==> config.mk <==
export PLATFORM = sky130hd
export DESIGN_NAME = serial_parity_deserializer
export DESIGN_NICKNAME = d
export VERILOG_FILES = /design/src/rtl/serial_link_pkg.sv /design/src/rtl/serial_parity_deserializer_out_hold_reg.sv /design/src/rtl/serial_parity_deserializer.sv
export SDC_FILE = /design/constraint.sdc
export NUM_CORES = 1
export LEC_CHECK = 0
export CAP_MARGIN = 15
export CORE_MARGIN = 2
export CORE_UTILIZATION = 57
export DETAILED_ROUTE_END_ITERATION = 12
export PLACE_DENSITY_LB_ADDON = 0.15
export SETUP_SLACK_MARGIN = 0.5
export SLEW_MARGIN = 10
export SYNTH_ARGS = -nofsm -noshare
export SYNTH_HDL_FRONTEND = slang
export SYNTH_SLANG_ARGS = --single-unit
==> constraint.sdc <==
create_clock -name clk -period 2.85 [get_ports clk]
set_input_delay 0.855 -clock clk [delete_from_list [all_inputs] [get_ports clk]]
set_output_delay 0.855 -clock clk [all_outputs]
set_load 0.05 [all_outputs]
==> src/rtl/serial_link_pkg.sv <==
// ============================================================================
// Module   : serial_link_pkg
// Purpose  : Shared types and constants for the serial parity link.
// Revision : 1.0 - initial release
// ============================================================================
`default_nettype none

package serial_link_pkg;

  typedef enum logic [1:0] {
    IDLE   = 2'd0,
    DATA   = 2'd1,
    PARITY = 2'd2
  } rx_state_t;

  // Parity polarity shared with the serializer: 0 selects even parity.
  localparam logic EVEN = 1'b0;

endpackage : serial_link_pkg

`default_nettype wire

==> src/rtl/serial_parity_deserializer_out_hold_reg.sv <==
// ============================================================================
// Module   : out_hold_reg
// Purpose  : WIDTH+1-bit valid/ready holding register for received words.
// Revision : 1.0 - initial release
// ============================================================================
`default_nettype none

module out_hold_reg #(
  parameter int WIDTH = 8
) (
  input  logic             clk,
  input  logic             rst_n,
  input  logic             load,
  input  logic [WIDTH-1:0] load_data,
  input  logic             load_err,
  input  logic             m_ready,
  output logic [WIDTH-1:0] m_data,
  output logic             m_parity_err,
  output logic             m_valid,
  output logic             free
);

  // Free when empty, or when the held word is being accepted this cycle.
  assign free = !m_valid || m_ready;

  always_ff @(posedge clk or negedge rst_n) begin
    if (!rst_n) begin
      m_data       <= '0;
      m_parity_err <= 1'b0;
      m_valid      <= 1'b0;
    end else if (load && free) begin
      m_data       <= load_data;
      m_parity_err <= load_err;
      m_valid      <= 1'b1;
    end else if (m_valid && m_ready) begin
      m_valid      <= 1'b0;
    end
  end

endmodule : out_hold_reg

`default_nettype wire

==> src/rtl/serial_parity_deserializer.sv <==
// ============================================================================
// Module   : serial_parity_deserializer
// Purpose  : LSB-first serial receiver with even-parity check and resync.
// Revision : 1.0 - initial release
// ============================================================================
`default_nettype none

module serial_parity_deserializer
  import serial_link_pkg::*;
#(
  parameter int WIDTH = 8
) (
  input  logic             clk,
  input  logic             rst_n,
  input  logic             s_bit,
  input  logic             s_valid,
  input  logic             s_start,
  output logic [WIDTH-1:0] m_data,
  output logic             m_parity_err,
  output logic             m_valid,
  input  logic             m_ready,
  output logic             overrun,
  output logic             sync_err,
  output logic             busy
);

  localparam int CW = $clog2(WIDTH + 1);

  rx_state_t        state;
  rx_state_t        state_nxt;
  logic [WIDTH-1:0] shift;
  logic [WIDTH-1:0] shift_nxt;
  logic             acc;
  logic             acc_nxt;
  logic [CW-1:0]    count;
  logic [CW-1:0]    count_nxt;
  logic             load_req;
  logic             par_err_nxt;
  logic             sync_nxt;
  logic             free;

  always_ff @(posedge clk or negedge rst_n) begin
    if (!rst_n) begin
      state    <= IDLE;
      shift    <= '0;
      acc      <= 1'b0;
      count    <= '0;
      overrun  <= 1'b0;
      sync_err <= 1'b0;
    end else begin
      state    <= state_nxt;
      shift    <= shift_nxt;
      acc      <= acc_nxt;
      count    <= count_nxt;
      overrun  <= load_req && !free;
      sync_err <= sync_nxt;
    end
  end

  always_comb begin
    state_nxt   = state;
    shift_nxt   = shift;
    acc_nxt     = acc;
    count_nxt   = count;
    load_req    = 1'b0;
    par_err_nxt = 1'b0;
    sync_nxt    = 1'b0;

    if (s_valid) begin
      if (s_start) begin
        // A start beat always opens a new frame; mid-frame it aborts the old one.
        shift_nxt    = '0;
        shift_nxt[0] = s_bit;
        acc_nxt      = s_bit;
        count_nxt    = CW'(1);
        state_nxt    = DATA;
        sync_nxt     = (state != IDLE);
      end else begin
        case (state)
          IDLE: begin
          end
          DATA: begin
            for (int i = 0; i < WIDTH; i++) begin
              if (count == CW'(i)) begin
                shift_nxt[i] = s_bit;
              end
            end
            acc_nxt   = acc ^ s_bit;
            count_nxt = count + CW'(1);
            if (count == CW'(WIDTH - 1)) begin
              state_nxt = PARITY;
            end
          end
          PARITY: begin
            load_req    = 1'b1;
            par_err_nxt = s_bit ^ acc ^ EVEN;
            count_nxt   = '0;
            state_nxt   = IDLE;
          end
          default: begin
            state_nxt = IDLE;
            count_nxt = '0;
          end
        endcase
      end
    end
  end

  assign busy = (state != IDLE);

  out_hold_reg #(
    .WIDTH (WIDTH)
  ) u_out_hold_reg (
    .clk          (clk),
    .rst_n        (rst_n),
    .load         (load_req),
    .load_data    (shift),
    .load_err     (par_err_nxt),
    .m_ready      (m_ready),
    .m_data       (m_data),
    .m_parity_err (m_parity_err),
    .m_valid      (m_valid),
    .free         (free)
  );

endmodule : serial_parity_deserializer

`default_nettype wire

Word-level counts from Yosys, hierarchy flattened
Index checks and enable logic that the tools add are counted.
Cells by class
  multiplexer cells: 27
  bitwise logic cells: 1
  reduce and logical (&&, ||, !) cells: 30
  add/subtract/negate cells: 1
  equality and inequality tests: 11
Operator list (number)
  AND reduction 3 bit: 9
  nonzero test 2 bit: 11
  two-way mux 1 bit: 20
  == test 4 x 3 -> 1 bit, second input constant: 4
  two-way mux 8 bit: 2
  == test 4 x 2 -> 1 bit, second input constant: 2
  case mux 4 bit (2 select lines): 1
  adder 4 x 1 -> 4 bit, second input constant: 1
  == test 4 x 1 -> 1 bit, second input constant: 1
  logical NOT 4 bit: 1
  two-way mux 2 bit: 2
  two-way mux 4 bit: 1
  case mux 2 bit (2 select lines): 1
  AND reduction 2 bit: 2
  logical AND 1 bit: 3
  != test 3 bit, second input constant: 1
  == test 2 x 1 -> 1 bit, second input constant: 1
  == test 2 bit, second input constant: 1
  logical NOT 1 bit: 2
  logical NOT 2 bit: 1
  != test 2 bit, second input constant: 1
  logical OR 1 bit: 1
  bitwise XOR 1 bit: 1
Storage, ports and cells
  output and inout bits: 13
  register bits after elaboration: 27

Logic depth before layout (Yosys ltp)
Gate-level depths: netlist (run 1).
  depth after elaboration: 6
  mapped depth: 5
  gate-level depth less buffers: 4

Modules after synthesis
From an unflattened synthesis (run 1), not the netlist that was laid out.
Unflattened totals
  cell total of the unflattened synthesis: 126
  area, all modules: 1448.9 um2
Modules (own cells, without submodules)
  serial_parity_deserializer: area each 1023.5 um2, seq. area each 425.4 um2, instances 1, cells an instance 104
  out_hold_reg: area each 425.4 um2, seq. area each 250.2 um2, instances 1, cells an instance 22

Worst setup path before layout (run 1)
Ideal clock, no wire load.
  path kind: input port to flip-flop
  start point: in s_start
  end point: reg u_out_hold_reg.m_data[0]
  required time: 2725 ps
  path slack: 1003 ps
  stages: 4
  setup time: 125 ps
  arrival: 1722 ps
  buffers on the path: 1
  cell sequence: buf_2 > nor2_1 > nand4_2 > mux2_2
On the way
  longest elaborated chain between the ends: 3
RTL lines
  start, declared: RTL line serial_parity_deserializer.sv:17  | input logic s_start,
  two-way mux 1 bit: RTL line serial_parity_deserializer.sv:70  | if (s_start) begin
  two-way mux 1 bit: RTL line serial_parity_deserializer.sv:69  | if (s_valid) begin
  logical AND 1 bit: RTL line serial_parity_deserializer_out_hold_reg.sv:31  | end else if (load && free) begin
  end signal, assigned: RTL line serial_parity_deserializer_out_hold_reg.sv:32  | m_data <= load_data;
  end, declared: RTL line serial_parity_deserializer_out_hold_reg.sv:17  | output logic [WIDTH-1:0] m_data,
Every way passes these cells.
A chain may end at the register's enable or synchronous reset.

Worst setup path in the final report (run 1)
  start point: reg sync_err
  end point: out sync_err
RTL lines
  start, declared: RTL line serial_parity_deserializer.sv:23  | output logic sync_err,
  start signal, assigned: RTL line serial_parity_deserializer.sv:56  | sync_err <= sync_nxt;
No word-level cell between the ends.

==> summary.md, run 1 <==
| Metric | Value |
|---|---|
| Most common cell in the synthesized netlist | dfrtp_1 |
| Drt pass-1 iters | 4 |
| Max-Cap Viols | 0 |
| Period utilization | 80.98% |
| Final Setup Violations | 0 |
| Post-route insts no fill | between 150 and 200 |
| Total die area | 2802 µm² |
| DRC errors left | 0 |
| Placement Cell Area | between 1500 and 2000 µm² |
| Vias in the first global route | 939 |
| PD cells | roughly 670 nW/µm² |
| Max Used Layer | met4 |
| Ys Warns | 0 |
| Routed WL per cell | approximately 15 µm |
| Worst min-delay path category | reg -> reg |
| Clk slew on worst S/H paths | 140 ps |
| Drt total wl | 2518 µm |
| Crit path DAT | roughly 1500 ps |
| Critical Path Fanout Max | 1 |
| Port bufs | 18 |
| Post-synth top cells | dfrtp_1 (27), inv_1 (12), mux2_2 (10), nand4_1 (8) |
| Post-route cell area | 1589 µm² |
| Number of I/O pins | 19 |
| Total power draw | between 1 and 1.5 mW |
| Slew Limit Fails | 0 |
| Fmax | 0.4333 GHz |
| Final hold violation count | 0 |
| Met3 WL | ~160 µm |
| Post-Syn Instances | 121 |
| Syn Std Cell Area | 1365 µm² |
| Metal2 WL | 1182 µm |
| Vias per inst | 6.253 |
| RSZ-0062 raised after global routing | false |
| Cell depth of the worst hold path | 1 |
| Starting Density | 61.12% |
| DIE WIDTH | around 53 µm |
| Post-CTS Setup Repair Bufs | 0 |
| Syn_area_per_cell | 11.28 µm² |
| Final-stage net count | approximately 150 |
| Smallest hold slack | 516.2 ps |
| Syn_nets | 131 |
| Crit end category | output pin |
| Clock Skew | 1.256 ps |
| Slew margin rel. | around 66% |
| Asr flop ratio synth | 100.0% |
| Longest Clk Path Bufs | 2 |
| Peak supply drop | 0.4595 mV |
| Gr usage total | 21.16% |
| Critical Path Slowest Stage Cell | clkdlybuf4s50_1 |
| Dominant cells by area after synthesis | dfrtp_1 (49%), mux2_2 (8.2%), a311o_1 (5.1%) |
| Critical path type | reg -> out |
| HPWL Detailed | 1701 µm |
| GRT overflow | 0 |
| Setup TNS | 0 ps |
| Post-CTS sizing | 10 |
| Family with the most delay on the worst path | buffers and inverters |
| Synth top area share | about half |
| First-pass GRT wire length | 4271 µm |
| CTS tree | built |
| Clock insertion delay at the later pin of the skew report | 320 ps |
| R2r worst-path depth | 3 |
| Fin crit period | 2308 ps |
| Root buf cell | clkbuf_4 |
| Worst path depth | 1 |
| # rows | 17 |
| Core area | 2233 µm² |
| Worst Tran Pin Value | 502.4 ps |
| Yosys top cell by area | dfrtp_1 |
| Area grow syn2layout | 16.41% |
| Via count | 1038 |
| Cells after DPL | ~160 |
| DRT met1 WL | between 1000 and 1500 µm |
| Critical Path Source Type | flop |
| Antenna diodes | 0 |
| DR iter-0 viols | 23 |
| Largest net degree at the start of global routing | 28 |
| Clock sink count | 27 |
| Critical-path cell list | clkdlybuf4s50_1 |
| Worst setup margin | 542.0 ps |
| Hold_buf cts | 0 |
| Initial antenna violation count | 0 |
| H-Tree Depth | 1 |
| Die Y | 52.94 µm |
| Ys flop type | dfrtp_1 |
| CTS Buf Count | 3 |
| GPL Wtd Cong | 0.8372 |
| Leak pwr | about 0.79 nW |
| Post-synth EDFFs | 0 |
| Pre-CTS setup slack | between 400 and 500 ps |
| Yosys reg bits | 27 |
| Cell variety after synth | 37 |
| Slowest stage delay, CP | 790 ps |
| Buf/Inv on CP | 1 |
| Status | finished, final reports clean |
| Final Core Density | 71.15% |
| Final ANT Viol Nets | 0 |
| Sequential share of the synthesized area | between 40 and 50% |
| Critical Path RT | 2000 ps |
| Layout cells sized above 1 | 17.39% |
[path summary, 6_finish.rpt]
kind	slack, ps	startpoint	endpoint
max	540	sync_err	sync_err
min	520	u_out_hold_reg.m_data[3]	u_out_hold_reg.m_data[3]
max reg2reg	1320	count[2]	shift[0]
min reg2reg	520	u_out_hold_reg.m_data[3]	u_out_hold_reg.m_data[3]
max in group asynchronous	1690	rst_n	state[1]
min in group asynchronous	880	rst_n	count[3]
[flip-flops by register name, summed over array words and instances, names as in the netlist]
name / count
acc: 1
count: 4
overrun: 1
shift: 8
state: 2
sync_err: 1
u_out_hold_reg.m_data: 8
u_out_hold_reg.m_parity_err: 1
u_out_hold_reg.m_valid: 1
[kinds of logic after synthesis]
logic type | synth area share, %
compound gates | 17.23
xor+xnor | 0.6417
fa+ha+maj | 3.667
buf+inv | 7.057
flops | 49.50
mux | 8.249
simple gates | 13.66
[layout make-up]
cell class / count / area (µm²)
inverters: 12 / 45.04
flip-flops and latches: 27 / 678.2
clock buffers: 3 / 22.52
repair buffers: 22 / 210.2
multi-input cells: 73 / 593.1
clock inverters: 1 / 5.005
well taps: 28 / 35.03
fillers: 164 / 644.4
[placed cells by master, fill, tap and decap left out, types with 3 or more instances in the layout]
master	n
clkdlybuf4s50_1	6
dlygate4sd2_1	6
clkbuf_4	3
o211ai_1	7
nand4_1	8
mux2_2	10
ha_1	4
nor2_1	3
buf_4	4
nand2_1	3
a311o_1	7
o21ai_0	5
dfrtp_1	25
inv_1	12
dlymetal6s2s_1	5
[worst register-to-register path, cell delays in order, from the launching register on]
cell and delay [ps]:
dfrtp_1 620, inv_1 240, a32oi_1 230, mux2_2 350
[per-layer routing]
metal	GRT usage, %	up-vias
met2	31.25	41
met5	0	-
li1	-	485
met1	30.84	508
met3	2.825	4
met4	9.829	0
[where the power goes]
part / internal [mW] / switching, mW / total (mW)
registers: 0.466 / 0.0827 / 0.548
logic: 0.146 / 0.212 / 0.358
clock network: 0.0525 / 0.109 / 0.161
total: 0.664 / 0.403 / 1.07
(Power assumes the default switching activity.)
==> run 2: changes to the inputs <==
- CORE_UTILIZATION: 57 -> 48
- clock period: 2.85 -> 2 ns (I/O delays scaled with it)
==> run 2 against run 1 <==
Flip-flop and latch count is the same. Critical path depth grew 1. Clock skew up 3.7 ps.
==> summary.md, run 2 (synthesis gave the netlist of run 1 again) <==
| Metric | Value |
|---|---|
| Gr usage total | 21.12% (-0.037 points) |
| Vias per inst | 6.198 (-0.88%) |
| Area grow syn2layout | 33.55% |
| FF+latch area | 676.9 µm² (-0.18%) |
| Fin crit period | 1804 ps |
| Clock insertion delay at the later pin of the skew report | 350 ps (+30 ps) |
| RSZ-0062 raised after global routing | true |
| Max-Cap Viols | 0 (unchanged) |
| Largest registers | shift: 8 flops, u_out_hold_reg.m_data: 8 flops, count: 4 flops |
| Drt total wl | 3294 µm (+31%) |
| Peak supply drop | 0.7845 mV (+71%) |
| Period utilization | 90.19% |
| Worst min-delay path category | reg -> reg |
| Via count | 1159 (+12%) |
| Final Setup Violations | 0 (unchanged) |
| PD cells | 957.8 nW/µm² (+43%) |
| Total power draw | 1.746 mW (+64%) |
| Leak pwr | 0.8125 nW (+2.6%) |
| Slew Limit Fails | 0 (unchanged) |
| Clock sink count | 27 (unchanged) |
| Hold_buf cts | 0 (unchanged) |
| Die Y | 57.33 µm (+8.3%) |
| Routed WL per cell | 17.61 µm (+16%) |
| Final ANT Viol Nets | 0 (unchanged) |
| CP Launch Point | state[0] |
| H-Tree Depth | 1 (unchanged) |
| Longest Clk Path Bufs | 2 (unchanged) |
| Pre-CTS setup slack | -7.970 ps (-484.1 ps) |
| CTS Buf Count | 3 (unchanged) |
| Critical Path RT | 1400 ps (-600 ps) |
| Starting Density | 49.93% (-11 points) |
| Most common cell after layout, fill and taps aside | dfrtp_1 |
| Crit path to | busy |
| Crit path DAT | 1200 ps (-250 ps) |
| DIE WIDTH | 57.33 µm (+8.3%) |
| Clk slew on worst S/H paths | 160 ps (+20 ps) |
| GPL Wtd Cong | 0.7757 (-7.3%) |
| Vias in the first global route | 1042 (+11%) |
| # rows | 19 (+2) |
| Worst r2r dst | shift[0] |
| R2r worst-path depth | 6 (+3) |
| Worst Tran Pin Value | 439.1 ps (-63.33 ps) |
| Final hold violation count | 0 (unchanged) |
| Worst setup margin | 196.3 ps (-345.7 ps) |
| DR iter-0 viols | 48 (+110%) |
| Status | finished, final reports clean |
| Layout cells sized above 1 | 37.82% (+20 points) |
| Most frequent cells in the layout | dfrtp_1 (26), buf_4 (16), buf_6 (15) |
| Slew margin rel. | 70.73% (+4.3 points) |
| Critical Path Fanout Max | 2 (+1) |
| Core area | 2734 µm² (+22%) |
| Root buf cell | clkbuf_4 |
| Antenna diodes | 0 (unchanged) |
| GRT overflow | 0 (unchanged) |
| Final-stage net count | 167 (+12%) |
| Drt pass-1 iters | 4 (unchanged) |
| Crit end category | output pin |
| Port bufs | 18 (unchanged) |
| Worst R2R Setup Slack | 270 ps (-1050 ps) |
| Area occupied by multi-input gates | 654.4 µm² (+10%) |
| Clock Skew | 4.917 ps (+3.660 ps) |
| Number of I/O pins | 19 (unchanged) |
| CTS tree | built |
| Critical path type | reg -> out |
| First-pass GRT wire length | 5175 µm (+21%) |
| DRC errors left | 0 (unchanged) |
| Total die area | 3286 µm² (+17%) |
| Layout fillers | 225 (+37%) |
| Largest net degree at the start of global routing | 28 (unchanged) |
| Fmax | 0.5544 GHz |
| R2r startpoint | state[0] |
| Initial antenna violation count | 0 (unchanged) |
| Critical Path Source Type | flop |
| HPWL Detailed | 1980 µm (+16%) |
run 2: metal layers:
| layer | vias up | share of wire (%) | track usage [%] |
|---|---|---|---|
| met5 | - | 0 | 0 |
| met4 | 0 | 3.2 | 11.30 |
| met3 | 13 | 5.2 | 3.855 |
| met2 | 47 | 48 | 33.17 |
| met1 | 574 | 44 | 27.84 |
| li1 | 525 | - | - |
run 2: timing repair:
action,4_1_cts,5_1_grt
endpoints found under the setup margin,30,33
gates resized for setup,22,8
endpoints found under the hold margin,0,0
cloned,2,1
pin swaps,10,5
setup buffers,8,2
run 2: layout make-up:
class / count / share of cell area, %
repair buffers: 39 / 20.73
well taps: 31 / 2.128
clock inverters: 1 / 0.4118
clock buffers: 3 / 1.235
multi-input cells: 74 / 35.90
inverters: 12 / 2.471
flip-flops and latches: 27 / 37.13
run 2: worst min-delay path by stage:
stage | startpoint | end | slack (ps) | depth (start not counted)
floorplan | rst_n | acc | 300 | 0
global placement | u_out_hold_reg.m_data[5] | u_out_hold_reg.m_data[5] | 490 | 1
detailed placement | u_out_hold_reg.m_data[7] | u_out_hold_reg.m_data[7] | 500 | 1
CTS | shift[3] | u_out_hold_reg.m_data[3] | 540 | 1
global route | shift[3] | u_out_hold_reg.m_data[3] | 560 | 1
finish | shift[3] | u_out_hold_reg.m_data[3] | 530 | 1
run 2: worst max-delay path, cell delays in order, from the launching register on:
cell and delay (ps):
dfrtp_2 450, or2_4 260, buf_12 150
run 2: power breakdown:
part / switching (mW) / total [mW] / internal [mW]
Combinational: 0.386 / 0.708 / 0.322
Clock: 0.181 / 0.258 / 0.0770
Sequential: 0.117 / 0.780 / 0.663
Total: 0.684 / 1.75 / 1.06
run 2: stage by stage:
stage / utilization, % / setup TNS, ps / hold WS (ps) / cells / area [µm²]
final: 66.68 / 0 / 532.2 / 187 / 1823
after global routing: 66.68 / 0 / 557.8 / 187 / 1823
after CTS: 65.13 / 0 / 537.0 / 184 / 1780
after detailed placement: 58.49 / -7.970 / 496.7 / 170 / 1599
after global placement: 58.49 / 0 / 488.7 / 170 / 1599
after floorplan: - / 0 / 304.4 / 121 / 1386
